`config.mk`:
```
export PLATFORM = sky130hd
export DESIGN_NAME = sub4u_serial_inverse_flat
export DESIGN_NICKNAME = d
export VERILOG_FILES = /design/src/rtl/sub4u_serial_inverse_if.sv /design/src/rtl/sub4u_serial_inverse.sv /design/src/flat_wrapper.sv
export SDC_FILE = /design/constraint.sdc
export NUM_CORES = 1
export LEC_CHECK = 0
export BUFFER_PORTS_ARGS = -buffer_cell sky130_fd_sc_hd__buf_2
export CAP_MARGIN = 20
export CORE_UTILIZATION = 35
export CTS_CLUSTER_DIAMETER = 120
export DETAILED_ROUTE_END_ITERATION = 8
export SYNTH_ARGS = -nofsm -noshare
export SYNTH_HDL_FRONTEND = slang
export SYNTH_SLANG_ARGS = --single-unit
```
`constraint.sdc`:
```
create_clock -name clk -period 3.1 [get_ports clk]
set_input_delay 0.155 -clock clk [delete_from_list [all_inputs] [get_ports clk]]
set_output_delay 0.155 -clock clk [all_outputs]
set_load 0.02 [all_outputs]
```
`src/rtl/sub4u_serial_inverse_if.sv`:
```
// Handshake bundle for the serial inverse subtractor: S/A in, B/err out.
interface sub4u_serial_inverse_if;
    logic       in_valid;
    logic       in_ready;
    logic [4:0] s;
    logic [3:0] a;
    logic       out_valid;
    logic       out_ready;
    logic [3:0] b;
    logic       err;

    // Block side: consumes S/A, produces B/err.
    modport slave (
        input  in_valid, s, a, out_ready,
        output in_ready, out_valid, b, err
    );

    // Environment side: produces S/A, consumes B/err.
    modport master (
        output in_valid, s, a, out_ready,
        input  in_ready, out_valid, b, err
    );
endinterface

```
`src/rtl/sub4u_serial_inverse.sv`:
```
// Bit-serial B = S - A recovery for checking a 4-bit unsigned adder.
// Five LSB-first borrow-ripple steps; err flags sums no 4-bit B can produce.
//
// state | meaning
// IDLE  | waiting for S/A, in_ready high
// SHIFT | one difference bit per clock, cnt counts 0..4
// DONE  | b/err valid, held until the consumer takes them
module sub4u_serial_inverse (
    input  logic                         clk,
    input  logic                         rst_n,
    sub4u_serial_inverse_if.slave        bus
);

    typedef enum logic [1:0] {
        IDLE  = 2'd0,
        SHIFT = 2'd1,
        DONE  = 2'd2
    } state_t;

    state_t     state_q, state_d;
    logic [4:0] sr_q, sr_d;
    logic [4:0] ar_q, ar_d;
    logic [4:0] rr_q, rr_d;
    logic       borrow_q, borrow_d;
    logic [2:0] cnt_q, cnt_d;
    logic       in_ready_q, in_ready_d;
    logic       out_valid_q, out_valid_d;
    logic [3:0] b_q, b_d;
    logic       err_q, err_d;

    logic       diff_bit;
    logic       borrow_nx;
    logic [4:0] rr_shift;

    // One full-subtractor step on the current LSBs.
    assign diff_bit  = sr_q[0] ^ ar_q[0] ^ borrow_q;
    assign borrow_nx = (~sr_q[0] & ar_q[0]) | (~(sr_q[0] ^ ar_q[0]) & borrow_q);
    assign rr_shift  = {diff_bit, rr_q[4:1]};

    // Next-state and next-output computation for the handshake FSM.
    always_comb begin
        state_d     = state_q;
        sr_d        = sr_q;
        ar_d        = ar_q;
        rr_d        = rr_q;
        borrow_d    = borrow_q;
        cnt_d       = cnt_q;
        in_ready_d  = in_ready_q;
        out_valid_d = out_valid_q;
        b_d         = b_q;
        err_d       = err_q;

        case (state_q)
            IDLE: begin
                if (bus.in_valid && in_ready_q) begin
                    sr_d       = bus.s;
                    ar_d       = {1'b0, bus.a};
                    borrow_d   = 1'b0;
                    cnt_d      = 3'd0;
                    in_ready_d = 1'b0;
                    state_d    = SHIFT;
                end
            end
            SHIFT: begin
                rr_d     = rr_shift;
                sr_d     = {1'b0, sr_q[4:1]};
                ar_d     = {1'b0, ar_q[4:1]};
                borrow_d = borrow_nx;
                cnt_d    = cnt_q + 3'd1;
                if (cnt_q == 3'd4) begin
                    // Final borrow means S < A; a set MSB means S - A >= 16.
                    b_d         = rr_shift[3:0];
                    err_d       = borrow_nx | rr_shift[4];
                    out_valid_d = 1'b1;
                    state_d     = DONE;
                end
            end
            DONE: begin
                // b/err are deliberately left holding their value after transfer.
                if (bus.out_ready) begin
                    out_valid_d = 1'b0;
                    in_ready_d  = 1'b1;
                    state_d     = IDLE;
                end
            end
            default: begin
                out_valid_d = 1'b0;
                in_ready_d  = 1'b1;
                state_d     = IDLE;
            end
        endcase
    end

    // State and registered outputs; reset discards any in-flight result.
    always_ff @(posedge clk or negedge rst_n) begin
        if (!rst_n) begin
            state_q     <= IDLE;
            sr_q        <= 5'd0;
            ar_q        <= 5'd0;
            rr_q        <= 5'd0;
            borrow_q    <= 1'b0;
            cnt_q       <= 3'd0;
            in_ready_q  <= 1'b1;
            out_valid_q <= 1'b0;
            b_q         <= 4'd0;
            err_q       <= 1'b0;
        end else begin
            state_q     <= state_d;
            sr_q        <= sr_d;
            ar_q        <= ar_d;
            rr_q        <= rr_d;
            borrow_q    <= borrow_d;
            cnt_q       <= cnt_d;
            in_ready_q  <= in_ready_d;
            out_valid_q <= out_valid_d;
            b_q         <= b_d;
            err_q       <= err_d;
        end
    end

    assign bus.in_ready  = in_ready_q;
    assign bus.out_valid = out_valid_q;
    assign bus.b         = b_q;
    assign bus.err       = err_q;

endmodule

```
`src/flat_wrapper.sv`:
```
// flat-port wrapper written by rule: the top's interface ports become plain ports
module sub4u_serial_inverse_flat 
  (clk, rst_n, bus_in_valid, bus_s, bus_a, bus_out_ready, bus_in_ready, bus_out_valid, bus_b, bus_err);
  sub4u_serial_inverse_if bus_i ();
  input  logic clk;
  input  logic rst_n;
  input wire logic [$bits(bus_i.in_valid)-1:0] bus_in_valid;
  input wire logic [$bits(bus_i.s)-1:0] bus_s;
  input wire logic [$bits(bus_i.a)-1:0] bus_a;
  input wire logic [$bits(bus_i.out_ready)-1:0] bus_out_ready;
  output wire logic [$bits(bus_i.in_ready)-1:0] bus_in_ready;
  output wire logic [$bits(bus_i.out_valid)-1:0] bus_out_valid;
  output wire logic [$bits(bus_i.b)-1:0] bus_b;
  output wire logic [$bits(bus_i.err)-1:0] bus_err;
  assign bus_i.in_valid = bus_in_valid;
  assign bus_i.s = bus_s;
  assign bus_i.a = bus_a;
  assign bus_i.out_ready = bus_out_ready;
  assign bus_in_ready = bus_i.in_ready;
  assign bus_out_valid = bus_i.out_valid;
  assign bus_b = bus_i.b;
  assign bus_err = bus_i.err;
  sub4u_serial_inverse u_core (.clk(clk), .rst_n(rst_n), .bus(bus_i));
endmodule
```
### Yosys cells after proc, flatten, opt, wreduce, memory -nomap -nowiden

Index checks and enable logic that the tools add are counted.
Widths: inputs -> output; s select.

* bits in registers: 28
* latch bits: 0
* memory bits (writable): 0
* bits in read-only memories: 0
* bits of input ports: 13
* output and inout bits: 7
* memories: 0

* add/sub/neg operators: 1
* $mul: 0
* div/mod/pow operators: 0
* magnitude comparators: 0
* equality and inequality tests: 6
* shifts and indexed selects: 0
* mux-type cells: 17
* bitwise operators: 10
* reduce and logical (&&, ||, !) cells: 8

Operators with widths (count)
* $pmux 5 s2: 2
* $mux 5: 2
* $reduce_and 3->1: 3
* $mux 2: 3
* $pmux 1 s3: 2
* $pmux 2 s3: 1
* $pmux 3 s2: 1
* $mux 1: 4
* $ne 2x1->1 const B: 2
* $not 1->1: 4
* $reduce_and 2->1: 2
* $add 3x1->3 const B: 1
* $eq 3x3->1 const B: 1
* $mux 3: 1
* $and 1x1->1: 2
* $eq 2x1->1 const B: 1
* $eq 2x2->1 const B: 1
* $logic_not 2->1: 1
* $ne 2x2->1 const B: 1
* $or 1x1->1: 2
* $pmux 1 s2: 1
* $reduce_bool 2->1: 1
* $xor 1x1->1: 2
* $logic_and 1x1->1: 1

### Longest topological paths before layout

Gate-level depths: netlist of run 1.

* depth in word-level cells: 5
* mapped depth: 6
* depth with buffers taken out: 5

### Worst setup path after synthesis of run 1

No wires, ideal clock.

* path type: register to register
* start point: register u_core.in_ready_q (netlist: u_core.bus.in_ready)
* end point: register u_core.cnt_q[2]
* library setup time: 0.121 ns
* arrival: 1.300 ns
* slack: 1.679 ns
* stages on the path, launching flop included: 5
* path buffers: 1
* path through: dfstp_2 -> a21oi_2 -> or2_4 -> buf_6 -> a22o_1

* longest elaborated chain between the ends: 3

RTL lines
* start, declared: line sub4u_serial_inverse.sv:26 `logic in_ready_q, in_ready_d;`
* start signal, assigned: line sub4u_serial_inverse.sv:114 `in_ready_q <= in_ready_d;`
* $logic_and 1x1->1: line sub4u_serial_inverse.sv:55 `if (bus.in_valid && in_ready_q) begin`
* $ne 2x1->1 (no line)
* $reduce_and 2->1 (no line)
* end signal, assigned: line sub4u_serial_inverse.sv:113 `cnt_q <= cnt_d;`
* end, declared: line sub4u_serial_inverse.sv:25 `logic [2:0] cnt_q, cnt_d;`

No other way between the ends.
A chain may end at the register's enable or synchronous reset.

### Worst setup path after layout of run 1

* start point: register u_core.state_q[1]
* end point: register u_core.rr_q[1]

* longest elaborated chain between the ends: 1

RTL lines
* start, declared: line sub4u_serial_inverse.sv:20 `state_t state_q, state_d;`
* start signal, assigned: line sub4u_serial_inverse.sv:108 `state_q <= state_d;`
* $eq 2x1->1: line sub4u_serial_inverse.sv:53 `case (state_q)`
* end signal, assigned: line sub4u_serial_inverse.sv:111 `rr_q <= rr_d;`
* end, declared: line sub4u_serial_inverse.sv:23 `logic [4:0] rr_q, rr_d;`

No other way between the ends.

==> parameters.txt, run 1 <==
Parameter                              Value

Drt
  Routed length per instance    12.45 um
  Total number of vias    about 760
  Detailed-router iteration count before antenna repair    3
  Post-detailed-routing wire length    1979 um
  Residual DRC    0
  Initial detailed-routing violation count    24
  Count of antenna-violating nets left after detailed routing    0
  Vias per cell    between 4 and 5

Global route
  Antenna violations before repair    0
  Global-route congestion overflow total    0
  Wire length of the first global-routing pass    3415 um
  Number of global-route vias before repair    approximately 770
  Maximum number of pins on one net before global-route repair    27
  Overall track demand over capacity in global routing    0.1300

Logic synthesis
  Share of synthesized area occupied by flip-flops and latches    0.5513
  Synth async-reset ratio    1.000
  Dominant cell type by area after synthesis    dfrtp_1
  Area share of the largest cell type after synthesis    0.5291
  Netlist area before placement    around 1200 um2
  Top post-synthesis cells by count    25 x dfrtp_1, 15 x o21ai_0, 8 x mux2_2, 8 x mux2i_1, 6 x inv_1
  Count of flip-flops with a built-in enable after synthesis    0
  Cells after synthesis    95
  Flip-flop and latch count after synthesis    26
  Unique masters post-synth    25
  Total of warnings raised by yosys    0
  Average size of a mapped cell    12.45 um2
  Mapped Nets    roughly 110
  Most common cell in the netlist    dfrtp_1
  Primary flip-flop cell chosen by synthesis mapping    dfrtp_1
  Top cells by area, synth    dfrtp_1 53%, mux2_2 7.6%, mux2i_1 6.8%

Placed design
  Place WS    1.377 ns
  I/O Buffers    19
  Final weighted congestion in routability-driven placement    0.7436
  Number of cells in the design after placement    153
  DPL Wire Length    about 1400 um
  Post-placement cell area    between 1000 and 1500 um2

Worst setup path
  Highest net fanout along the worst path    14
  Worst endpoint data arrival time    1.95 ns
  CP Capture Type    register
  Worst endpoint required time    3.33 ns
  Startpoint type of the worst setup path    register
  Critical path type    register to register

Timing
  Count of endpoints failing hold in the final timing report    0
  Setup repair after global routing missed its margin    no
  Max_slew headroom    0.5590
  Largest clock skew in the final design    about 0.0089 ns
  Final critical delay including setup and external delays    between 1.5 and 2 ns
  Final WS setup    ~1.4 ns
  Number of failing setup endpoints in the final timing report    0
  Worst hold slack across all endpoints    0.05572 ns
  Setup TNS    0 ns
  Post-route clock period utilization    0.5530
  Transition at the pin with the smallest max-transition slack    approximately 0.66 ns
  Highest achievable clock rate    583.3 MHz
  Final Max Tran Viols    0

Clocking
  Number of buffers inserted to repair setup after CTS    0
  Clk Tree Root Cell    clkbuf_4
  Maximum clock path buffer count    2
  Clock tree from TritonCTS    yes
  Clock buffers created by TritonCTS    3
  Insertion delay of the later-clocked pin in the worst-skew pair    between 0.3 and 0.4 ns
  Sinks on Clock Net    26
  Clock input transition at the sequential cells of the worst setup and hold paths    about 0.15 ns
  Number of gates resized after CTS    0
  CTS H-tree depth    1

Layout
  Layout filler cell count    around 300
  Total number of nets in the final design    ~130
  Layout cells sized above 1    0.3043
  Cell Count, Final, Fillers Out    roughly 160
  Post-route cell area    around 1300 um2
  N_diodes    0
  Layout Area Growth over Synthesis    13.86%

Floorplan
  Area of the core    3128 um2
  Chip height    ~60 um
  Starting utilization of the core area    0.3780
  Overall die width    ~60 um
  Top-level I/O count    20
  Die footprint    3614 um2
  Total number of placement rows    20

Power
  Worst ir drop on vdd    between 0.4 and 0.5 mV
  Leak Pwr    between 0.6 and 0.7 nW
  Power density over the cells    approximately 1000 nW/um2

Job
  Max Cap Violations    0

Outcome
  Outcome    completed

Hold path
  Hold crit path type    input port to register
[logic make-up (layout without fill, tap and decap cells)]
family                     count (synthesis)  after routing  synth area share
AOI/OAI and AO/OA                         27             27            0.1397
DFF                                       26             26            0.5513
muxes                                     16             16            0.1439
and+or+nand+nor                           12             12           0.05820
buffers and inverters                     11             31           0.06878
adders and majority gates                  3              3           0.03809
[critical path, cell delays in order (launching register included)]
cell	delay [ns]
dfrtp_1	0.54
and2b_1	0.68
mux2_2	0.40
[state kept, by name, summed over array words and instances (netlist names)]
register	cells
u_core.bus.err	1
u_core.ar_q	4
u_core.state_q	2
u_core.bus.in_ready	1
u_core.bus.out_valid	1
u_core.borrow_q	1
u_core.cnt_q	3
u_core.sr_q	5
u_core.bus.b	4
u_core.rr_q	4
[layout make-up]
class / instances / area, um2 / area share
clock buffers: 3 / 22.52 / 0.01673
clock inverters: 1 / 30.03 / 0.02230
inverters: 6 / 22.52 / 0.01673
multi-input cells: 58 / 449.2 / 0.3336
flip-flops and latches: 26 / 651.9 / 0.4842
well taps: 44 / 55.05 / 0.04089
repair buffers: 21 / 115.1 / 0.08550
[layer usage]
layer	vias to the layer above	global-route usage	part of all wire
li1	375	-	-
met1	364	0.1578	0.49
met2	21	0.2182	0.46
met3	2	0.04762	0.046
met4	0	0.02990	0.0071
met5	-	0	0
[report_power, final]
| group | leakage (nW) | switching [mW] | internal, mW | total (mW) |
|---|---|---|---|---|
| sequential | 0.327 | 0.103 | 0.489 | 0.592 |
| clock | 0.0279 | 0.103 | 0.131 | 0.234 |
| combinational | 0.294 | 0.271 | 0.249 | 0.520 |
| total | 0.649 | 0.478 | 0.868 | 1.35 |
[path summary, 6_finish.rpt]
kind / start / cells after the start / end / slack (ns)
hold / removal: bus_a[3] / 2 / u_core.ar_q[3] / 0.06
hold reg to reg: u_core.bus.err / 2 / u_core.bus.err / 0.49
setup / recovery: u_core.state_q[1] / 2 / u_core.rr_q[1] / 1.39
setup reg to reg: u_core.state_q[1] / 2 / u_core.rr_q[1] / 1.39
max in group asynchronous: rst_n / 2 / u_core.bus.in_ready / 2.38
min in group asynchronous: rst_n / 2 / u_core.bus.err / 0.33
[cell usage in the layout (no fill, tap or decap), drive strengths merged]
master	n
inv	6
or2	1
o22a	1
o21ai	16
and2b	1
nand4b	1
nand2	3
mux2	8
dlygate4sd3	2
a22o	5
nor2b	1
o31ai	1
ha	2
fa	1
nor2	4
a31oi	1
clkbuf	3
dfrtp	25
bufinv	1
dfstp	1
a21oi	3
nor3	1
buf	19
mux2i	8
[metrics by stage]
stage | util | total power, mW
2_1_floorplan | - | 1.054
3_3_place_gp | 0.4072 | 1.100
3_5_place_dp | 0.4072 | 1.129
4_1_cts | 0.4272 | 1.367
5_1_grt | 0.4304 | 1.463
6_report | 0.4304 | 1.346
[repair_timing]
item / in CTS / in global routing
endpoints found under the setup margin: 0 / 0
endpoints found under the hold margin: 25 / 1
hold buffers: 1 / 1
No activity file was read; power rests on OpenSTA's default activity.
==> inputs of run 2 (changes only) <==
clock period = 1.75 ns   (was 3.1 ns; I/O delays follow)
==> run 2 against run 1 <==
  * Die area is the same
  * Routed wire length is essentially flat
  * Power grew 79%
  * Critical path type unchanged
  * Critical path depth grew 2
  * Setup slack lost 1.0 ns
  * Clock power grew 70%
  * Clock skew shrank 0.0061 ns
  * Via count grew 5.1%
  * Sequential share of layout area shrank 1.5 points
  * Largest cell class unchanged
  * Final area grew 3.2%
  * Maximum frequency grew 24%
==> parameters.txt, run 2 (synthesis results as in run 1) <==
Parameter                              Value

Clocking
  Clk Tree Root Cell    clkbuf_4
  Clock buffers created by TritonCTS    3
  Number of buffers inserted to repair setup after CTS    0
  Clock tree from TritonCTS    yes
  Insertion delay of the later-clocked pin in the worst-skew pair    0.31 ns
  Clock input transition at the sequential cells of the worst setup and hold paths    0.13 ns
  Maximum clock path buffer count    2
  Sinks on Clock Net    26
  CTS H-tree depth    1

Layout
  Layout filler cell count    a little under 300
  Final Core Density    0.4440
  Layout cells sized above 1    0.3167
  Layout Area Growth over Synthesis    17.46%
  Sequential cell area    651.9 um2
  Leading cell type in the layout, fill and taps excluded    dfrtp_1
  Top reg by flops    u_core.sr_q
  N_diodes    0
  Multi-input logic area    between 400 and 500 um2
  Cell Count, Final, Fillers Out    between 150 and 200
  Post-route cell area    between 1000 and 1500 um2
  Flip-flop count of the largest register after layout    5
  Commonest cells after routing, fill and taps aside    25 x dfrtp_1, 19 x buf_2, 15 x o21ai_0
  Total number of nets in the final design    137

Floorplan
  Starting utilization of the core area    0.3780
  Die footprint    3614 um2
  Chip height    between 60 and 70 um
  Top-level I/O count    20
  Total number of placement rows    20
  Area of the core    around 3100 um2
  Overall die width    around 60 um

Power
  Psw    around 0.84 mW
  Switching power share of the total    0.3480
  Worst ir drop on vdd    0.6913 mV
  Total power    about 2.4 mW
  Int Pwr    ~1.6 mW
  Proportion of power drawn by the clock network    0.165
  Logic pwr share    0.413
  Leak Pwr    a little under 0.7 nW
  Share of total power in sequential cells    0.422
  Power density over the cells    1734 nW/um2

Placed design
  Post-placement cell area    1296 um2
  I/O Buffers    19
  Place WS    ~0.37 ns
  Number of cells in the design after placement    about 160
  Final weighted congestion in routability-driven placement    between 0.7 and 0.8

Timing
  Number of failing setup endpoints in the final timing report    0
  Highest achievable clock rate    around 720 MHz
  Setup repair after global routing missed its margin    no
  Max_slew headroom    0.6186
  Final WS setup    0.3687 ns
  Final critical delay including setup and external delays    1.381 ns
  Count of endpoints failing hold in the final timing report    0
  Post-route clock period utilization    0.7893
  Transition at the pin with the smallest max-transition slack    0.5722 ns
  Worst hold slack across all endpoints    ~0.046 ns
  Largest clock skew in the final design    0.002816 ns
  Setup TNS    0 ns
  Final Max Tran Viols    0

Job
  Max Cap Violations    0

Worst setup path
  Startpoint type of the worst setup path    register
  Destination of the worst register-to-register timing path    u_core.bus.b[1]
  CP Capture Type    register
  Highest net fanout along the worst path    9
  Crit Reg-Reg Startpoint    u_core.cnt_q[0]
  Worst endpoint data arrival time    1.60 ns
  Worst R2R Setup Slack    ~0.37 ns
  Worst endpoint required time    ~2 ns
  Critical path type    register to register
  Length in cells of the worst reg-to-reg path    4

Drt
  Total number of vias    between 800 and 900
  Initial detailed-routing violation count    10
  Detailed-router iteration count before antenna repair    4
  Vias per cell    a little under 5
  Count of antenna-violating nets left after detailed routing    0
  Routed length per instance    ~12 um
  Post-detailed-routing wire length    between 1500 and 2000 um
  Residual DRC    0

Hold path
  Min-Delay Endpoint    u_core.ar_q[2]
  Hold depth    3
  Start point of the worst min-delay path    bus_a[2]
  Hold crit path type    input port to register

Global route
  Number of global-route vias before repair    about 850
  Global-route congestion overflow total    0
  Overall track demand over capacity in global routing    0.1299
  Maximum number of pins on one net before global-route repair    27
  Antenna violations before repair    0
  Wire length of the first global-routing pass    3519 um

Outcome
  Outcome    completed
run 2: cell types whose count changed in the layout (fill, tap and decap cells not counted), sizes merged:
cell	change
dlygate4sd3	+2
buf	+3
run 2: cell type report:
cell class                 count  area share
clock buffer                   3     0.01622
inverter                       6     0.01622
sequential                    26      0.4694
timing repair buffer          26      0.1135
tap                           44     0.03964
multi-input combinational     58      0.3234
clock inverter                 1     0.02162
run 2: power groups by stage:
stage          clock network, mW  registers (mW)  logic, mW
3_3_place_gp                   0            1.03      0.979
4_1_cts                    0.423            1.02       1.01
5_1_grt                    0.436            1.05       1.12
6_report                   0.398            1.02      0.994
2_1_floorplan                  0            1.08      0.785
3_5_place_dp                   0            1.03       1.00
run 2: worst max-delay path, cell delays in order, from the launching register on:
cell and delay [ns]:
dfrtp_1 0.41, inv_1 0.08, ha_1 0.19, nand4b_2 0.25
mux2_2 0.35
run 2: timing repair:
action,4_1_cts,5_1_grt
hold buffers,4,0
hold endpoints to repair,28,0
resized for setup,0,0
run 2: worst max path at each step:
stage / from / endpoint / slack, ns / depth (start not counted)
after floorplan: u_core.bus.in_ready / u_core.cnt_q[2] / 0.33 / 4
after global placement: u_core.state_q[1] / u_core.sr_q[2] / 0.38 / 4
after detailed placement: u_core.cnt_q[0] / u_core.bus.b[1] / 0.37 / 4
after CTS: u_core.cnt_q[0] / u_core.bus.b[1] / 0.35 / 4
after global routing: u_core.state_q[1] / u_core.ar_q[1] / 0.26 / 4
final: u_core.cnt_q[0] / u_core.bus.b[1] / 0.37 / 4
run 2: layer usage:
layer | part of all wire | wire length (um) | GRT usage | vias to the layer above
met3 | 0.054 | 106 | 0.04545 | 0
met5 | 0 | 0 | 0 | -
met4 | 0 | 0 | 0.01993 | 0
met2 | 0.47 | 930 | 0.2261 | 31
met1 | 0.48 | 941 | 0.1556 | 385
li1 | - | - | - | 385
==> inputs of run 3 (changes only) <==
clock period = 1.3 ns   (was 1.75 ns; I/O delays follow)
==> run 3 against run 2 <==
  * Clock power is 40% higher
  * Routed wire length is 13% higher
  * Final cell count is 9.1% higher
  * Highest routed layer is now met4
  * Critical endpoint is now u_core.cnt_q[0]
  * Non-clock buffer count is 14 higher
  * Setup slack worse by 0.34 ns
==> parameters.txt, run 3 (synthesis results as in run 1) <==
Parameter                              Value

Outcome
  Outcome    completed

Power
  Worst ir drop on vdd    1.006 mV
  Power density over the cells    around 2400 nW/um2
  Leak Pwr    ~0.75 nW
  Total power    around 3.7 mW

Timing
  Final critical delay including setup and external delays    around 1.3 ns
  Setup TNS    0 ns
  Largest clock skew in the final design    approximately 0.0066 ns
  Final Max Tran Viols    0
  Count of endpoints failing hold in the final timing report    0
  Post-route clock period utilization    0.9777
  Worst hold slack across all endpoints    approximately 0.0067 ns
  Final WS setup    between 0.02 and 0.03 ns
  Highest achievable clock rate    approximately 800 MHz
  Transition at the pin with the smallest max-transition slack    slightly below 0.6 ns
  Max_slew headroom    0.6146
  Number of failing setup endpoints in the final timing report    0
  Setup repair after global routing missed its margin    yes

Worst setup path
  Highest net fanout along the worst path    7
  Worst endpoint required time    1.53 ns
  Critical path type    register to register
  Startpoint type of the worst setup path    register
  CP Capture Type    register
  Length in cells of the worst reg-to-reg path    3
  Worst endpoint data arrival time    about 1.5 ns

Floorplan
  Total number of placement rows    20
  Chip height    60.12 um
  Starting utilization of the core area    0.3780
  Overall die width    60.12 um
  Top-level I/O count    20
  Die footprint    3614 um2
  Area of the core    around 3100 um2

Drt
  Residual DRC    0
  Total number of vias    827
  Routed length per instance    around 12 um
  Vias per cell    ~4.6
  Detailed-router iteration count before antenna repair    3
  Initial detailed-routing violation count    34
  Post-detailed-routing wire length    roughly 2200 um
  Count of antenna-violating nets left after detailed routing    0

Layout
  Total number of nets in the final design    roughly 150
  Post-route cell area    1553 um2
  Top reg by flops    u_core.sr_q
  Leading cell type in the layout, fill and taps excluded    dfrtp_1
  Layout cells sized above 1    0.4370
  Layout Area Growth over Synthesis    31.32%
  Multi-input logic area    ~500 um2
  Layout filler cell count    just over 300
  N_diodes    0
  Flip-flop count of the largest register after layout    5
  Commonest cells after routing, fill and taps aside    23 x dfrtp_1, 19 x buf_2, 15 x buf_4
  Sequential cell area    approximately 650 um2

Clocking
  CTS H-tree depth    1
  Clock input transition at the sequential cells of the worst setup and hold paths    between 0.1 and 0.15 ns
  Clock tree from TritonCTS    yes
  Insertion delay of the later-clocked pin in the worst-skew pair    roughly 0.33 ns
  Clk Tree Root Cell    clkbuf_4
  Clock buffers created by TritonCTS    3
  Sinks on Clock Net    26
  Maximum clock path buffer count    2

Job
  Max Cap Violations    0

Placed design
  Post-placement cell area    about 1400 um2
  Final weighted congestion in routability-driven placement    around 0.74
  I/O Buffers    19
  DPL Wire Length    1561 um
  Place WS    -0.006298 ns

Global route
  Overall track demand over capacity in global routing    0.1520
  Antenna violations before repair    0
  Number of global-route vias before repair    879
  Maximum number of pins on one net before global-route repair    27
  Wire length of the first global-routing pass    between 3000 and 4000 um
  Global-route congestion overflow total    0

Hold path
  Hold crit path type    input port to register
  Hold depth    3
## run 3: report_power, final
part           switching (mW)  internal, mW  leakage (nW)  total [mW]
registers               0.230          1.17         0.324        1.40
logic                   0.800         0.906         0.403        1.71
clock network           0.247         0.312        0.0279       0.559
## run 3: critical path: stages, from the launching register on
cell     delay [ns]
dfstp_2        0.58
a21oi_4        0.06
or2_4          0.27
mux2_2         0.26
## run 3: through the flow
step           instances    util
5_1_grt              179  0.4964
2_1_floorplan         95       -
3_5_place_dp         167  0.4432
6_report             179  0.4964
3_3_place_gp         167  0.4432
4_1_cts              176  0.4748
## run 3: cell type report
class	count	area share
Multi-Input combinational cell	59	0.3207
Clock buffer	3	0.01450
Clock inverter	1	0.01934
Timing Repair Buffer	40	0.1741
Sequential cell	26	0.4214
Inverter	6	0.01450
Tap cell	44	0.03546
## run 3: path summary, 6_finish.rpt
kind | start | endpoint | slack [ns]
worst max-delay path | u_core.bus.in_ready | u_core.cnt_q[0] | 0.03
worst min-delay path | bus_s[1] | u_core.sr_q[1] | 0.007
worst max register to register | u_core.bus.in_ready | u_core.cnt_q[0] | 0.03
worst min register to register | u_core.bus.b[3] | u_core.bus.b[3] | 0.50
max in group asynchronous | rst_n | u_core.state_q[1] | 0.62
min in group asynchronous | rst_n | u_core.bus.err | 0.26
## run 3: timing repair
item                       CTS  global route
gates resized for setup      0            13
setup endpoints to repair    4            19
gates cloned                 1             0
buffers inserted             0             3
hold endpoints to repair    28             0
hold buffers                 4             0
pin swaps                    1             2
## run 3: layer usage
metal,share of wire,routed length [um],global-route usage,vias up
met5,0,0,0,-
met4,0.015,34,0.06312,0
met3,0.038,85,0.04762,5
met2,0.46,1032,0.2512,20
met1,0.48,1081,0.1812,387
li1,-,-,-,415
